`src/rtl/l1_readout_stream.sv`:
```
`default_nettype none
// ============================================================================
// Module   : l1_readout_stream
// Brief    : Drains the pooled layer-1 memory in raster order over a
//            valid/ready stream while tracking the maximum word and its index.
// Revision : 1.0 - initial release
// ============================================================================
module l1_readout_stream #(
  parameter int WORDS      = 1024,
  parameter int ADDR_W     = 10,
  parameter int DATA_W     = 20,
  parameter int FIFO_DEPTH = 4
) (
  input  logic              clk,
  input  logic              reset,
  input  logic              start,
  output logic              busy,
  output logic              done,
  output logic              crd,
  output logic [ADDR_W-1:0] caddr_rd,
  input  logic [DATA_W-1:0] cdata_rd,
  output logic [2:0]        csel,
  output logic              out_valid,
  input  logic              out_ready,
  output logic [DATA_W-1:0] out_data,
  output logic              out_last,
  output logic [DATA_W-1:0] max_val,
  output logic [ADDR_W-1:0] max_idx
);

  localparam int                PTR_W     = $clog2(FIFO_DEPTH);
  localparam int                CNT_W     = PTR_W + 1;
  localparam logic [ADDR_W-1:0] LAST_ADDR = ADDR_W'(WORDS - 1);
  localparam logic [CNT_W-1:0]  DEPTH_C   = CNT_W'(FIFO_DEPTH);
  localparam logic [2:0]        CSEL_L1   = 3'b011;

  typedef enum logic [1:0] {S_IDLE, S_READ, S_DRAIN, S_DONE} state_t;

  state_t              state_q, state_d;
  logic                busy_q, busy_d;
  logic                done_q, done_d;
  logic                crd_q, crd_d;
  logic [ADDR_W-1:0]   caddr_q, caddr_d;
  logic [ADDR_W-1:0]   next_addr_q, next_addr_d;
  logic [2:0]          csel_q, csel_d;
  logic [DATA_W-1:0]   max_val_q, max_val_d;
  logic [ADDR_W-1:0]   max_idx_q, max_idx_d;
  logic [DATA_W-1:0]   fifo_data_q [FIFO_DEPTH];
  logic [DATA_W-1:0]   fifo_data_d [FIFO_DEPTH];
  logic [FIFO_DEPTH-1:0] fifo_last_q, fifo_last_d;
  logic [PTR_W-1:0]    wr_ptr_q, wr_ptr_d;
  logic [PTR_W-1:0]    rd_ptr_q, rd_ptr_d;
  logic [CNT_W-1:0]    count_q, count_d;
  logic                out_valid_q, out_valid_d;
  logic                push;
  logic                pop;

  always_comb begin
    state_d     = state_q;
    crd_d       = 1'b0;
    caddr_d     = caddr_q;
    next_addr_d = next_addr_q;
    max_val_d   = max_val_q;
    max_idx_d   = max_idx_q;
    fifo_data_d = fifo_data_q;
    fifo_last_d = fifo_last_q;
    wr_ptr_d    = wr_ptr_q;
    rd_ptr_d    = rd_ptr_q;

    // A read registered last edge returns now; caddr_q still holds its address.
    push = crd_q;
    pop  = out_valid_q && out_ready;

    if (push) begin
      fifo_data_d[wr_ptr_q] = cdata_rd;
      fifo_last_d[wr_ptr_q] = (caddr_q == LAST_ADDR);
      wr_ptr_d              = wr_ptr_q + 1'b1;
      if (cdata_rd > max_val_q) begin
        max_val_d = cdata_rd;
        max_idx_d = caddr_q;
      end
    end
    if (pop) begin
      rd_ptr_d = rd_ptr_q + 1'b1;
    end
    count_d     = count_q + CNT_W'(push) - CNT_W'(pop);
    // Only words already held before this edge are shown; a fresh push waits a cycle.
    out_valid_d = (count_q - CNT_W'(pop)) != '0;

    case (state_q)
      S_IDLE: begin
        if (start) begin
          state_d     = S_READ;
          next_addr_d = '0;
          max_val_d   = '0;
          max_idx_d   = '0;
        end
      end
      S_READ: begin
        if ((count_q + CNT_W'(crd_q)) < DEPTH_C) begin
          crd_d       = 1'b1;
          caddr_d     = next_addr_q;
          next_addr_d = next_addr_q + 1'b1;
          if (next_addr_q == LAST_ADDR) begin
            state_d = S_DRAIN;
          end
        end
      end
      S_DRAIN: begin
        if (count_q == '0 && !crd_q) begin
          state_d = S_DONE;
        end
      end
      S_DONE:  state_d = S_IDLE;
      default: state_d = S_IDLE;
    endcase

    busy_d = (state_d == S_READ) || (state_d == S_DRAIN);
    done_d = (state_d == S_DONE);
    csel_d = busy_d ? CSEL_L1 : 3'b000;
  end

  always_ff @(posedge clk or posedge reset) begin
    if (reset) begin
      state_q     <= S_IDLE;
      busy_q      <= 1'b0;
      done_q      <= 1'b0;
      crd_q       <= 1'b0;
      caddr_q     <= '0;
      next_addr_q <= '0;
      csel_q      <= 3'b000;
      max_val_q   <= '0;
      max_idx_q   <= '0;
      for (int i = 0; i < FIFO_DEPTH; i++) begin
        fifo_data_q[i] <= '0;
      end
      fifo_last_q <= '0;
      wr_ptr_q    <= '0;
      rd_ptr_q    <= '0;
      count_q     <= '0;
      out_valid_q <= 1'b0;
    end else begin
      state_q     <= state_d;
      busy_q      <= busy_d;
      done_q      <= done_d;
      crd_q       <= crd_d;
      caddr_q     <= caddr_d;
      next_addr_q <= next_addr_d;
      csel_q      <= csel_d;
      max_val_q   <= max_val_d;
      max_idx_q   <= max_idx_d;
      fifo_data_q <= fifo_data_d;
      fifo_last_q <= fifo_last_d;
      wr_ptr_q    <= wr_ptr_d;
      rd_ptr_q    <= rd_ptr_d;
      count_q     <= count_d;
      out_valid_q <= out_valid_d;
    end
  end

  assign busy      = busy_q;
  assign done      = done_q;
  assign crd       = crd_q;
  assign caddr_rd  = caddr_q;
  assign csel      = csel_q;
  assign out_valid = out_valid_q;
  assign out_data  = fifo_data_q[rd_ptr_q];
  assign out_last  = out_valid_q & fifo_last_q[rd_ptr_q];
  assign max_val   = max_val_q;
  assign max_idx   = max_idx_q;

endmodule
`default_nettype wire

```
`config.mk`:
```
export PLATFORM = sky130hd
export DESIGN_NAME = l1_readout_stream
export DESIGN_NICKNAME = d
export VERILOG_FILES = /design/src/rtl/l1_readout_stream.sv
export SDC_FILE = /design/constraint.sdc
export NUM_CORES = 1
export LEC_CHECK = 0
export CAP_MARGIN = 20
export CELL_PAD_IN_SITES_DETAIL_PLACEMENT = 1
export CELL_PAD_IN_SITES_GLOBAL_PLACEMENT = 1
export CORE_ASPECT_RATIO = 1.25
export CORE_MARGIN = 2
export CORE_UTILIZATION = 45
export DETAILED_ROUTE_END_ITERATION = 12
export GPL_TIMING_DRIVEN = 0
export HOLD_SLACK_MARGIN = 0.1
export PLACE_DENSITY = 0.87
export REMOVE_ABC_BUFFERS = 1
export SETUP_SLACK_MARGIN = 0.4
export SLEW_MARGIN = 5
export SYNTH_ARGS = -nofsm -noshare
export SYNTH_HDL_FRONTEND = slang
export SYNTH_SLANG_ARGS = --single-unit
```
`constraint.sdc`:
```
create_clock -name clk -period 5.5 [get_ports clk]
set_input_delay 0.55 -clock clk [delete_from_list [all_inputs] [get_ports clk]]
set_output_delay 0.55 -clock clk [all_outputs]
set_load 0.02 [all_outputs]
```
; Word level (Yosys, flattened, before mapping)
; Cells that the tools add are included.
; W data, S select, Z words.
[totals]
input_bits = 24
ff_bits = 149
output_inout_bits = 68
wordCells = 87
[classes]
n_lt_le_gt_ge = 8
bitwise_logic = 3
eq_ne = 10
n_mux = 30
n_reduce_logical = 12
n_addsub = 6
[ops]
columns = operator, n
row1 = $mux W20, 7
row2 = $bwmux W80, 1
row3 = $mux W10, 6
row4 = $bmux W20 S2, 1
row5 = $demux W20 S2, 1
row6 = $eq A10 B10 Y1 const B, 2
row7 = $gt A20 B20 Y1, 1
row8 = $pmux W10 S2, 1
row9 = $add A10 B1 Y10 const B, 1
row10 = $mux W2, 5
row11 = $eq A2 B2 Y1 const B, 4
row12 = $pmux W2 S4, 1
row13 = $ge A3 B3 Y1 const B, 2
row14 = $lt A2 B3 Y1 const B, 2
row15 = $not A2 Y3, 2
row16 = $sub A3 B1 Y3, 2
row17 = $add A2 B1 Y2 const B, 2
row18 = $bwmux W4, 1
row19 = $eq A2 B1 Y1 const B, 2
row20 = $logic_and A1 B1 Y1, 4
row21 = $mux W1, 4
row22 = $ne A2 B2 Y1 const B, 2
row23 = $add A3 B1 Y3, 1
row24 = $logic_not A3 Y1, 1
row25 = 13 further kinds, 13

; Longest topological paths before layout
; Gate-level depths: netlist of the first run.
[depth]
depth_word = 7
depth_mapped = 9
depth_no_buf = 8

; Worst setup path before layout of the first run
; OpenSTA, ideal clock, no wires.
[synth_path]
path_kind = in2reg
startpoint = in cdata_rd[17]
endpoint = reg max_val_q[10], in the netlist max_val[10]
path_stages = 8
setup_ns = 0.066
setup_slack_ns = 3.287
required_time_ns = 5.434
arrival_ns = 2.147
path_cell_list = ha_1 a21o_1 a21o_1 a22oi_2 o2111ai_2 a21oi_4 buf_4 a22o_1
[synth_between]
elab_chain_len = 5
[synth_rtl]
columns = element, line_no
row1 = start: declaration, 21  ; input logic [DATA_W-1:0] cdata_rd,
row2 = $gt A20 B20 Y1 (*), 78  ; if (cdata_rd > max_val_q) begin
row3 = $mux W20 (*), 78
row4 = $mux W20 (*), 74  ; if (push) begin
row5 = $mux W20, 92  ; if (start) begin
row6 = $mux W20 (*), 90  ; case (state_q)
row7 = net max_val_d[10], 46  ; logic [DATA_W-1:0] max_val_q, max_val_d;
row8 = end signal: assignment, 150  ; max_val_q <= max_val_d;
row9 = end: declaration, 46
; The timed path passes the listed nets; every way through them passes the cells marked *.
; A chain may end at the register's enable or synchronous reset.

; Worst setup path after layout of the first run
[layout_path]
startpoint = in cdata_rd[15]
endpoint = reg max_val_q[8], in the netlist max_val[8]
; The elaborated chain is that of the path after synthesis.

==> results of run 1 <==
-- cell usage after synthesis (2+ instances only) --
master and n:
nor3_1 3, buf_1 11, and2_1 3, a21oi_1 22
or3_1 2, buf_2 2, inv_1 30, mux4_2 21
xor2_1 10, mux2_2 80, o21a_1 2, xnor2_1 2
nand4_1 10, nand2_1 50, nand3_1 16, ha_1 31
nand2b_1 3, a22o_1 19, o21ai_0 22, dfrtp_1 147
buf_4 4, a21o_1 2, clkbuf_1 10, nor2_1 7
-- layout by cell type (no fill, tap or decap), types with 6 or more instances in the layout --
cell type        count
a21oi_1             22
a22o_1              19
buf_16               6
clkbuf_16           17
clkdlybuf4s50_1     90
dfrtp_1            146
ha_1                31
inv_1               29
mux2_2              80
mux4_2              21
nand2_1             50
nand3_1             16
nand4_1             10
nor2_1               7
o21ai_0             22
xor2_1              10
-- how the worst min path moves through the flow --
stage / start / end / depth (start not counted)
final: fifo_data_q[58] / fifo_data_q[58] / 1
after global routing: count_q[1] / out_valid / 1
after CTS: fifo_data_q[58] / fifo_data_q[58] / 1
after detailed placement: fifo_data_q[58] / fifo_data_q[58] / 1
after global placement: fifo_data_q[20] / fifo_data_q[20] / 2
after floorplan: fifo_data_q[20] / fifo_data_q[20] / 2
-- layout make-up --
type / instances / area, um2 / area share, %
sequential: 147 / 3680 / 42.9
clock buffer: 18 / 439 / 5.12
clock inverter: 14 / 151 / 1.77
multi-input combinational: 324 / 2880 / 33.6
inverter: 31 / 121 / 1.42
timing repair buffer: 97 / 1070 / 12.5
tap: 182 / 228 / 2.65
-- state kept, by name (all words and copies together) (netlist names) --
name	cells
fifo_last_q	4
count_q	3
state_q	2
max_idx	10
done	1
fifo_data_q	80
max_val	20
rd_ptr_q	2
caddr_rd	10
crd	1
out_valid	1
next_addr_q	10
wr_ptr_q	2
csel	1
-- power groups by stage --
stage | sequential (W) | clock, W | combinational, W
floorplan | 0.00212 | 0 | 0.00161
global placement | 0.00204 | 0 | 0.00268
detailed placement | 0.00208 | 0 | 0.00294
CTS | 0.00208 | 0.00118 | 0.00300
global route | 0.00216 | 0.00123 | 0.00318
finish | 0.00208 | 0.00117 | 0.00297
-- per-stage QoR --
step	power [W]	instance area, um2	cells	hold WS (ns)	TNS (ns)
after detailed placement	0.00501	7990	781	0.490	0
after floorplan	0.00373	6670	502	0.445	0
after global placement	0.00472	7800	774	0.457	-106.44
after CTS	0.00627	8580	813	0.504	0
after global routing	0.00657	8580	813	0.516	0
final	0.00622	8580	813	0.505	0
-- kinds of logic after synthesis --
logic type               synth area share [%]
AO/OA/AOI/OAI                            7.23
XOR/XNOR                                 1.54
adder cells (fa/ha/maj)                  5.70
buffers and inverters                    3.62
flip-flops                               54.1
multiplexers                             20.3
other                                  0.0551
AND/OR/NAND/NOR                          7.45
-- per-layer routing --
layer  vias up  global-route usage, %  wire length [um]
met4         0                   9.18               405
met2       125                   45.9             10300
met1      2441                   27.6              7090
met3        41                   5.43               718
met5         -                      0                 0
li1       2066                      -                 -
-- critical path, stage by stage --
cell	delay, ns
clkdlybuf4s50_1	0.55
ha_1	0.39
nand4_1	0.19
nor3_1	0.09
a21oi_1	0.30
o2111ai_2	0.50
a21oi_4	0.73
a22o_1	0.27
==> metrics.md, run 1 <==
| Metric | Value |
|---|---|
| DP HPWL | 12,100 um |
| Leak | 3.72 nW |
| Die width | 114 um |
| DRT Pass-1 Iters | 4 |
| Reg clk slew, reported paths | about 0.060 ns |
| Antenna Cells | 0 |
| Final worst path period need | 3.24 ns |
| Via Count | 4,673 |
| Share of total power in sequential cells | between 30% and 40% |
| Post-CTS Resized | 0 |
| Clock share of power | 18.8% |
| Final worst slack | ~2.3 ns |
| Routed wire per std cell | 22.8 um |
| RSZ-0062 raised after global routing | false |
| Yosys top cell by area | dfrtp_1 |
| Synth warnings | 0 |
| Total GRT Usage | between 20% and 30% |
| #FFs+latches synth | between 100 and 150 |
| Synth top area cells | dfrtp_1, mux2_2, mux4_2, ha_1, nand2_1 |
| CTS buffer count | 17 |
| Rows | 50 |
| Setup bufs post-CTS | 0 |
| RR Endpoint | max_val[8] |
| Number of max-cap violations | 0 |
| Peak VDD IR | 293 uV |
| Max-Slew Margin vs Limit | between 20 and 30% |
| Least-Margin Pin Slew | about 1.1 ns |
| Synthesized netlist cell count | 530 |
| Syn Std Cell Area | 6800 um2 |
| Post-CTS Hold Fix Bufs | 0 |
| Die Span Y | 141 um |
| Combinational share of power | 47.8% |
| Worst reg2reg startpoint | max_val[9] |
| Share of layout cells above drive strength 1 | 24.2% |
| Die area | 16,100 um2 |
| Register area share after synthesis | 54.1% |
| FF-to-FF path depth | 8 |
| Core area | 14,900 um2 |
| Fill count | 1,488 |
| Crit path DAT | about 3.6 ns |
| EDFF count, synth | 0 |
| Total gr overflow | 0 |
| Worst-path maximum fanout | 19 |
| Critical path endpoint | max_val[8] |
| Top_reg_cell synth | dfrtp_1 |
| Initial antenna violation count | 0 |
| Routed Antenna Nets | 0 |
| Clock H-tree levels | 4 |
| Pre-CTS setup slack | 1.91 ns |
| Final Skew | 0.0121 ns |
| Asr flop ratio synth | 100% |
| Distinct cells, synth | 45 |
| Period Utilization, post-route | 58.9% |
| Final setup vio count | 0 |
| First-pass GRT wire length | 30,000 um |
| Net Sw Power | approximately 0.0024 W |
| CTS tree | built |
| Layout Nets | between 600 and 700 |
| Worst skew pair latency | 0.43 ns |
| Routability Congestion | approximately 0.8 |
| Routed vias/inst | 5.75 |
| Critical Path RT | 5.86 ns |
| Port bufs | 90 |
| Worst Setup SP | cdata_rd[15] |
| Final WL | 18,500 um |
| Area Growth Syn to Fin | 26.1% |
| Starting Density | 45.7% |
| Endpoint class of the critical path | flip-flop |
| Slew Limit Fails | 0 |
| Internal | 0.00379 W |
| Power density cells | 725 nW/um2 |
| Max Fclk | 0.309 GHz |
| CTS max path bufs | 2 |
| Synth top area share | 54.1% |
| Status | finished, final reports clean |
| Worst setup SP type | input port |
| Vias in the first global route | 5,449 |
| Sw Ratio | 38.9% |
| Fin. Hold Viols | 0 |
| Initial DRC count | between 200 and 300 |
| # DRC | 0 |
| Syn avg cell area | roughly 13 um2 |
| Clock sink count | roughly 150 |
| Final core utilization | 57.6% |
| Hold Crit Class | flip-flop to flip-flop |
| Largest net degree at the start of global routing | 90 |
| Kind of critical path | input port to flip-flop |
| Worst reg-to-reg setup slack | about 2.5 ns |
| Root Buffer | clkbuf_16 |
| I/O pins | 92 |
No activity file was read; power rests on OpenSTA's default activity.
==> run 2: changes to the inputs <==
==> constraint.sdc (replaced) <==
create_clock -name clk -period 3.15 [get_ports clk]
set_input_delay 0.315 -clock clk [delete_from_list [all_inputs] [get_ports clk]]
set_output_delay 0.315 -clock clk [all_outputs]
set_load 0.02 [all_outputs]
==> run 2 against run 1 <==
  * Power up 78%
  * Clock skew up 0.0020 ns
  * Non-clock buffer count up 8
  * Via count up 0.56%
  * Flip-flop and latch count unchanged
  * Cell count up 0.98%
  * Sequential share of layout area down 0.52 points
  * Critical path depth up 1
  * Register-to-register slack worse by 2.1 ns
  * First-iteration DRC count up 6.3%
  * Die area unchanged
  * Count of clock-buffer cells in the layout unchanged
  * Largest cell class unchanged
==> metrics.md, run 2 (synthesis results as in run 1) <==
| Metric | Value |
|---|---|
| Hold Crit Class | input port to asynchronous set/reset pin (was flip-flop to flip-flop) |
| Endpoint class of the critical path | flip-flop (unchanged) |
| Most frequent cells in the layout | dfrtp_1, clkdlybuf4s50_1, mux2_2 (unchanged) |
| Least-Margin Pin Slew | 0.706 ns (was 1.06 ns) |
| Die width | 114 um (unchanged) |
| Port bufs | 90 (unchanged) |
| Starting Density | 45.7% (unchanged) |
| Slew Limit Fails | 0 (unchanged) |
| Worst hold margin | 0.309 ns (was 0.505 ns) |
| Number of max-cap violations | 0 (unchanged) |
| Peak VDD IR | 516 uV (was 293 uV) |
| First-pass GRT wire length | 30,500 um (was 30,000 um) |
| Antenna Cells | 0 (unchanged) |
| Max reg flops | 80 (unchanged) |
| Share of total power in sequential cells | 32.3% (was 33.5%) |
| Combinational share of power | 49.2% (was 47.8%) |
| Routed wire per std cell | 23.5 um (was 22.8 um) |
| Share of layout cells above drive strength 1 | 26.0% (was 24.2%) |
| Kind of critical path | flip-flop to flip-flop (was input port to flip-flop) |
| I/O pins | 92 (unchanged) |
| Most common cell after layout, fill and taps aside | dfrtp_1 (unchanged) |
| Routed vias/inst | 5.72 (was 5.75) |
| CTS tree | built (unchanged) |
| Max-Slew Margin vs Limit | 52.7% (was 28.8%) |
| Via Count | 4,699 (was 4,673) |
| Final Skew | 0.0142 ns (was 0.0121 ns) |
| # DRC | 0 (unchanged) |
| Worst reg-to-reg setup slack | 0.48 ns (was 2.54 ns) |
| Most flops, register | fifo_data_q (unchanged) |
| Root Buffer | clkbuf_16 (unchanged) |
| Clock share of power | 18.5% (was 18.8%) |
| Clock H-tree levels | 4 (unchanged) |
| CTS max path bufs | 2 (unchanged) |
| Area Growth Syn to Fin | 27.8% (was 26.1%) |
| CTS buffer count | 17 (unchanged) |
| Net Sw Power | 0.00432 W (was 0.00242 W) |
| Vias in the first global route | 5,548 (was 5,449) |
| Core area | 14,900 um2 (unchanged) |
| Internal | 0.00677 W (was 0.00379 W) |
| Crit path DAT | 2.99 ns (was 3.60 ns) |
| Worst skew pair latency | 0.44 ns (was 0.43 ns) |
| Final WL | 19,300 um (was 18,500 um) |
| Worst setup SP type | flip-flop (was input port) |
| Post-CTS Hold Fix Bufs | 0 (unchanged) |
| Die area | 16,100 um2 (unchanged) |
| Max Fclk | 0.375 GHz |
| DP HPWL | 12,100 um (unchanged) |
| Largest net degree at the start of global routing | 90 (unchanged) |
| RSZ-0062 raised after global routing | true (was false) |
| Final worst path period need | about 2.7 ns |
| DRT Pass-1 Iters | 4 (unchanged) |
| Power density cells | 1280 nW/um2 (was 725 nW/um2) |
| Critical Path RT | 3.47 ns (was 5.86 ns) |
| Status | finished, final reports clean (unchanged) |
| Layout Cells excl Fill | 821 (was 813) |
| Initial antenna violation count | 0 (unchanged) |
| Routed Antenna Nets | 0 (unchanged) |
| Leak | 3.78 nW (was 3.72 nW) |
| Rows | 50 (unchanged) |
| Final setup vio count | 0 (unchanged) |
| Total gr overflow | 0 (unchanged) |
| Routability Congestion | 0.804 (unchanged) |
| Placed insts | 781 (unchanged) |
| Initial DRC count | 287 (was 270) |
| Sw Ratio | 39.0% (was 38.9%) |
| Clock sink count | 147 (unchanged) |
| Fin. Hold Viols | 0 (unchanged) |
| Period Utilization, post-route | 84.7% |
| Worst-path maximum fanout | 12 (was 19) |
| Total GRT Usage | 25.2% (was 24.7%) |
| Layout Nets | 681 (was 673) |
| Reg clk slew, reported paths | 0.06 ns (about the same) |
| Die Span Y | 141 um (unchanged) |
run 2: path summary, 6_finish.rpt:
check | cells past startpoint | end | from
worst min-delay path | 2 | csel[0] | reset
worst max register to register | 9 | max_val[19] | max_val[9]
worst max-delay path | 9 | max_val[19] | max_val[9]
max in group asynchronous | 3 | rd_ptr_q[0] | reset
worst min register to register | 1 | fifo_data_q[58] | fifo_data_q[58]
min in group clk | 1 | fifo_data_q[58] | fifo_data_q[58]
run 2: critical path: stages (launching register included):
cell and delay, ns:
dfrtp_1 0.42, inv_1 0.09, ha_1 0.34, nand4_1 0.18, nor3_2 0.29, nand2_2 0.15, o21ai_2 0.55, nor3_4 0.09
buf_4 0.21, a22o_1 0.21
run 2: power groups by stage:
stage | sequential (W) | clock, W | combinational, W
after floorplan | 0.00370 | 0 | 0.00281
after global placement | 0.00356 | 0 | 0.00468
after detailed placement | 0.00363 | 0 | 0.00513
after CTS | 0.00361 | 0.00206 | 0.00538
after global routing | 0.00370 | 0.00216 | 0.00584
final | 0.00359 | 0.00205 | 0.00545
run 2: cell type report:
cell class	count	area (um2)
flip-flops and latches	147	3680
repair buffers	105	1170
well taps	182	228
clock inverters	14	151
inverters	31	124
clock buffers	18	439
multi-input cells	324	2900
fillers	1484	6200
run 2: metrics by stage:
stage	power, W	area, um2	worst slack [ns]	utilization (%)	setup TNS [ns]
after global placement	0.00824	7800	-2.85	52.4	-435.36
after detailed placement	0.00876	7990	-0.201	53.6	-3.44
final	0.0111	8690	0.482	58.4	0
after CTS	0.0110	8650	0.408	58.1	0
after global routing	0.0117	8690	0.382	58.4	0
after floorplan	0.00651	6670	-1.12	-	-164.10
run 2: per-layer routing:
metal | track usage, % | wire length (um) | part of all wire [%]
met2 | 47.2 | 10800 | 56
met4 | 9.18 | 433 | 2.2
met1 | 27.8 | 7180 | 37
met5 | 0 | 0 | 0
met3 | 5.34 | 898 | 4.6
run 2: what timing repair did:
item	in CTS	in global routing
setup endpoints to repair	39	32
pin swaps	2	0
setup buffers	4	4
resized for setup	4	4
==> run 3: changes to the inputs <==
==> constraint.sdc (replaced) <==
create_clock -name clk -period 2.6 [get_ports clk]
set_input_delay 0.26 -clock clk [delete_from_list [all_inputs] [get_ports clk]]
set_output_delay 0.26 -clock clk [all_outputs]
set_load 0.02 [all_outputs]
==> run 3 against run 2 <==
  * Die area stayed put
  * Sequential share of layout area is 2.8 points lower
  * Wire length is 21% higher
  * Combinational power is 43% higher
  * Largest cell class unchanged
  * Core utilization is 4.1 points higher
  * Critical path depth is 2 higher
  * Clock skew is 0.0011 ns higher
  * Non-clock buffer count is 48 higher
  * Critical path type unchanged
  * Register-to-register slack worse by 0.25 ns
==> metrics.md, run 3 (synthesis results as in run 1) <==
| Metric | Value |
|---|---|
| Status | finished, final reports clean (unchanged) |
| Period Utilization, post-route | 91.0% (was 84.7%) |
| Max Fclk | 0.423 GHz (was 0.375 GHz) |
| Die area | 16,100 um2 (unchanged) |
| Post-route cell area | 9300 um2 (was 8690 um2) |
| Die width | 114 um (unchanged) |
| Routed Antenna Nets | 0 (unchanged) |
| Slew Limit Fails | 0 (unchanged) |
| Root Buffer | clkbuf_16 (unchanged) |
| Initial antenna violation count | 1 (was 0) |
| Number of max-cap violations | 0 (unchanged) |
| Final setup vio count | 0 (unchanged) |
| Final Skew | 0.0153 ns (was 0.0142 ns) |
| Layout Cells excl Fill | 870 (was 821) |
| Final WL | 23,300 um (was 19,300 um) |
| Total gr overflow | 0 (unchanged) |
| Least-Margin Pin Slew | 0.758 ns (was 0.706 ns) |
| Leak | 4.13 nW (was 3.78 nW) |
| Power density cells | 1570 nW/um2 (was 1280 nW/um2) |
| Worst-path maximum fanout | 19 (was 12) |
| Placed insts | 781 (unchanged) |
| Most frequent cells in the layout | dfrtp_1, mux2_2, clkdlybuf4s50_1 (was dfrtp_1, clkdlybuf4s50_1, mux2_2) |
| Max-Slew Margin vs Limit | 49.2% (was 52.7%) |
| Layout Nets | 729 (was 681) |
| CTS max path bufs | 2 (unchanged) |
| Most flops, register | fifo_data_q (unchanged) |
| CTS buffer count | 17 (unchanged) |
| Rows | 50 (unchanged) |
| Starting Density | 45.7% (unchanged) |
| Peak VDD IR | 680 uV (was 516 uV) |
| Die Span Y | 141 um (unchanged) |
| Vias in the first global route | 5,837 (was 5,548) |
| Final worst path period need | 2.37 ns (was 2.67 ns) |
| Largest net degree at the start of global routing | 90 (unchanged) |
| Crit path DAT | 2.68 ns (was 2.99 ns) |
| Post-CTS Hold Fix Bufs | 0 (unchanged) |
| Max reg flops | 80 (unchanged) |
| Worst hold margin | 0.252 ns (was 0.309 ns) |
| Endpoint class of the critical path | flip-flop (unchanged) |
| First-pass GRT wire length | 33,900 um (was 30,500 um) |
| I/O pins | 92 (unchanged) |
| DP HPWL | 12,100 um (unchanged) |
| Worst setup SP type | flip-flop (unchanged) |
| Hold Crit Class | input port to asynchronous set/reset pin (unchanged) |
| RSZ-0062 raised after global routing | true (unchanged) |
| Core area | 14,900 um2 (unchanged) |
| Clock sink count | 147 (unchanged) |
| Fin. Hold Viols | 0 (unchanged) |
| Port bufs | 90 (unchanged) |
| Critical Path RT | 2.92 ns (was 3.47 ns) |
| Via Count | 5,089 (was 4,699) |
| Sum Neg Setup Slack | 0 ns (unchanged) |
| Worst skew pair latency | 0.44 ns (about the same) |
| CTS tree | built (unchanged) |
| # DRC | 0 (unchanged) |
| Routed wire per std cell | 26.8 um (was 23.5 um) |
| Routability Congestion | 0.804 (unchanged) |
| Final worst slack | 0.234 ns (was 0.482 ns) |
| Area Growth Syn to Fin | 36.7% (was 27.8%) |
| Kind of critical path | flip-flop to flip-flop (unchanged) |
| Pre-CTS setup slack | -0.696 ns (was -0.201 ns) |
| Clock H-tree levels | 4 (unchanged) |
| Initial DRC count | 224 (was 287) |
| Routed vias/inst | 5.85 (was 5.72) |
| DRT Pass-1 Iters | 4 (unchanged) |
| Reg clk slew, reported paths | 0.07 ns (was 0.06 ns) |
| Share of layout cells above drive strength 1 | 35.8% (was 26.0%) |
| Total GRT Usage | 28.7% (was 25.2%) |
| DP Area | 7990 um2 (unchanged) |
| Most common cell after layout, fill and taps aside | dfrtp_1 (unchanged) |
run 3: layout make-up:
class                      instances  area (um2)
antenna                            1        2.50
tap                              182         228
inverter                          31         129
timing repair buffer             153        1560
clock buffer                      18         439
sequential                       147        3680
fill                            1451        5590
multi-input combinational        324        3110
clock inverter                    14         151
run 3: critical path, stage by stage, from the launching register on:
cell       delay (ns)
dfrtp_1          0.38
inv_2            0.07
ha_4             0.28
nand4_1          0.20
buf_4            0.21
nor3_4           0.18
a21oi_2          0.10
buf_4            0.17
o2111ai_4        0.11
a21oi_4          0.10
buf_12           0.17
a22o_1           0.26
run 3: where the power goes:
part | internal (W) | switching [W] | total [W] | leakage [nW]
registers | 0.00343 | 0.000917 | 0.00435 | 1.75
clock network | 0.00145 | 0.00105 | 0.00250 | 0.287
logic | 0.00383 | 0.00396 | 0.00779 | 2.09
total | 0.00871 | 0.00593 | 0.0146 | 4.13
run 3: metrics by stage:
stage               utilization, %  power (W)
floorplan                        -    0.00789
global placement              52.4    0.00998
detailed placement            53.6     0.0106
CTS                           60.6     0.0138
global route                  62.5     0.0153
finish                        62.5     0.0146
run 3: what timing repair did:
item | CTS | global route
gates resized for setup | 57 | 50
setup endpoints to repair | 71 | 56
pin swaps | 17 | 12
gates cloned | 2 | 1
buffers inserted | 38 | 15
run 3: final timing paths:
check                           slack [ns]       startpoint               to  cells past startpoint
worst max register to register        0.23      max_val[16]      max_val[19]                     11
worst max-delay path                  0.23      max_val[16]      max_val[19]                     11
worst min register to register        0.50  fifo_data_q[20]  fifo_data_q[20]                      2
min in group clk                      0.33     cdata_rd[11]      max_val[11]                      2
max in group asynchronous             1.49            reset      rd_ptr_q[0]                      3
worst min-delay path                  0.25            reset   next_addr_q[9]                      2
run 3: metal layers:
metal,vias to the layer above,routed length (um),global-route usage (%),part of all wire [%]
li1,2183,-,-,-
met1,2612,8060,30.4,35
met2,212,12800,52.6,55
met3,82,1300,6.24,5.6
met4,0,1150,15.1,4.9
met5,-,0,0,0
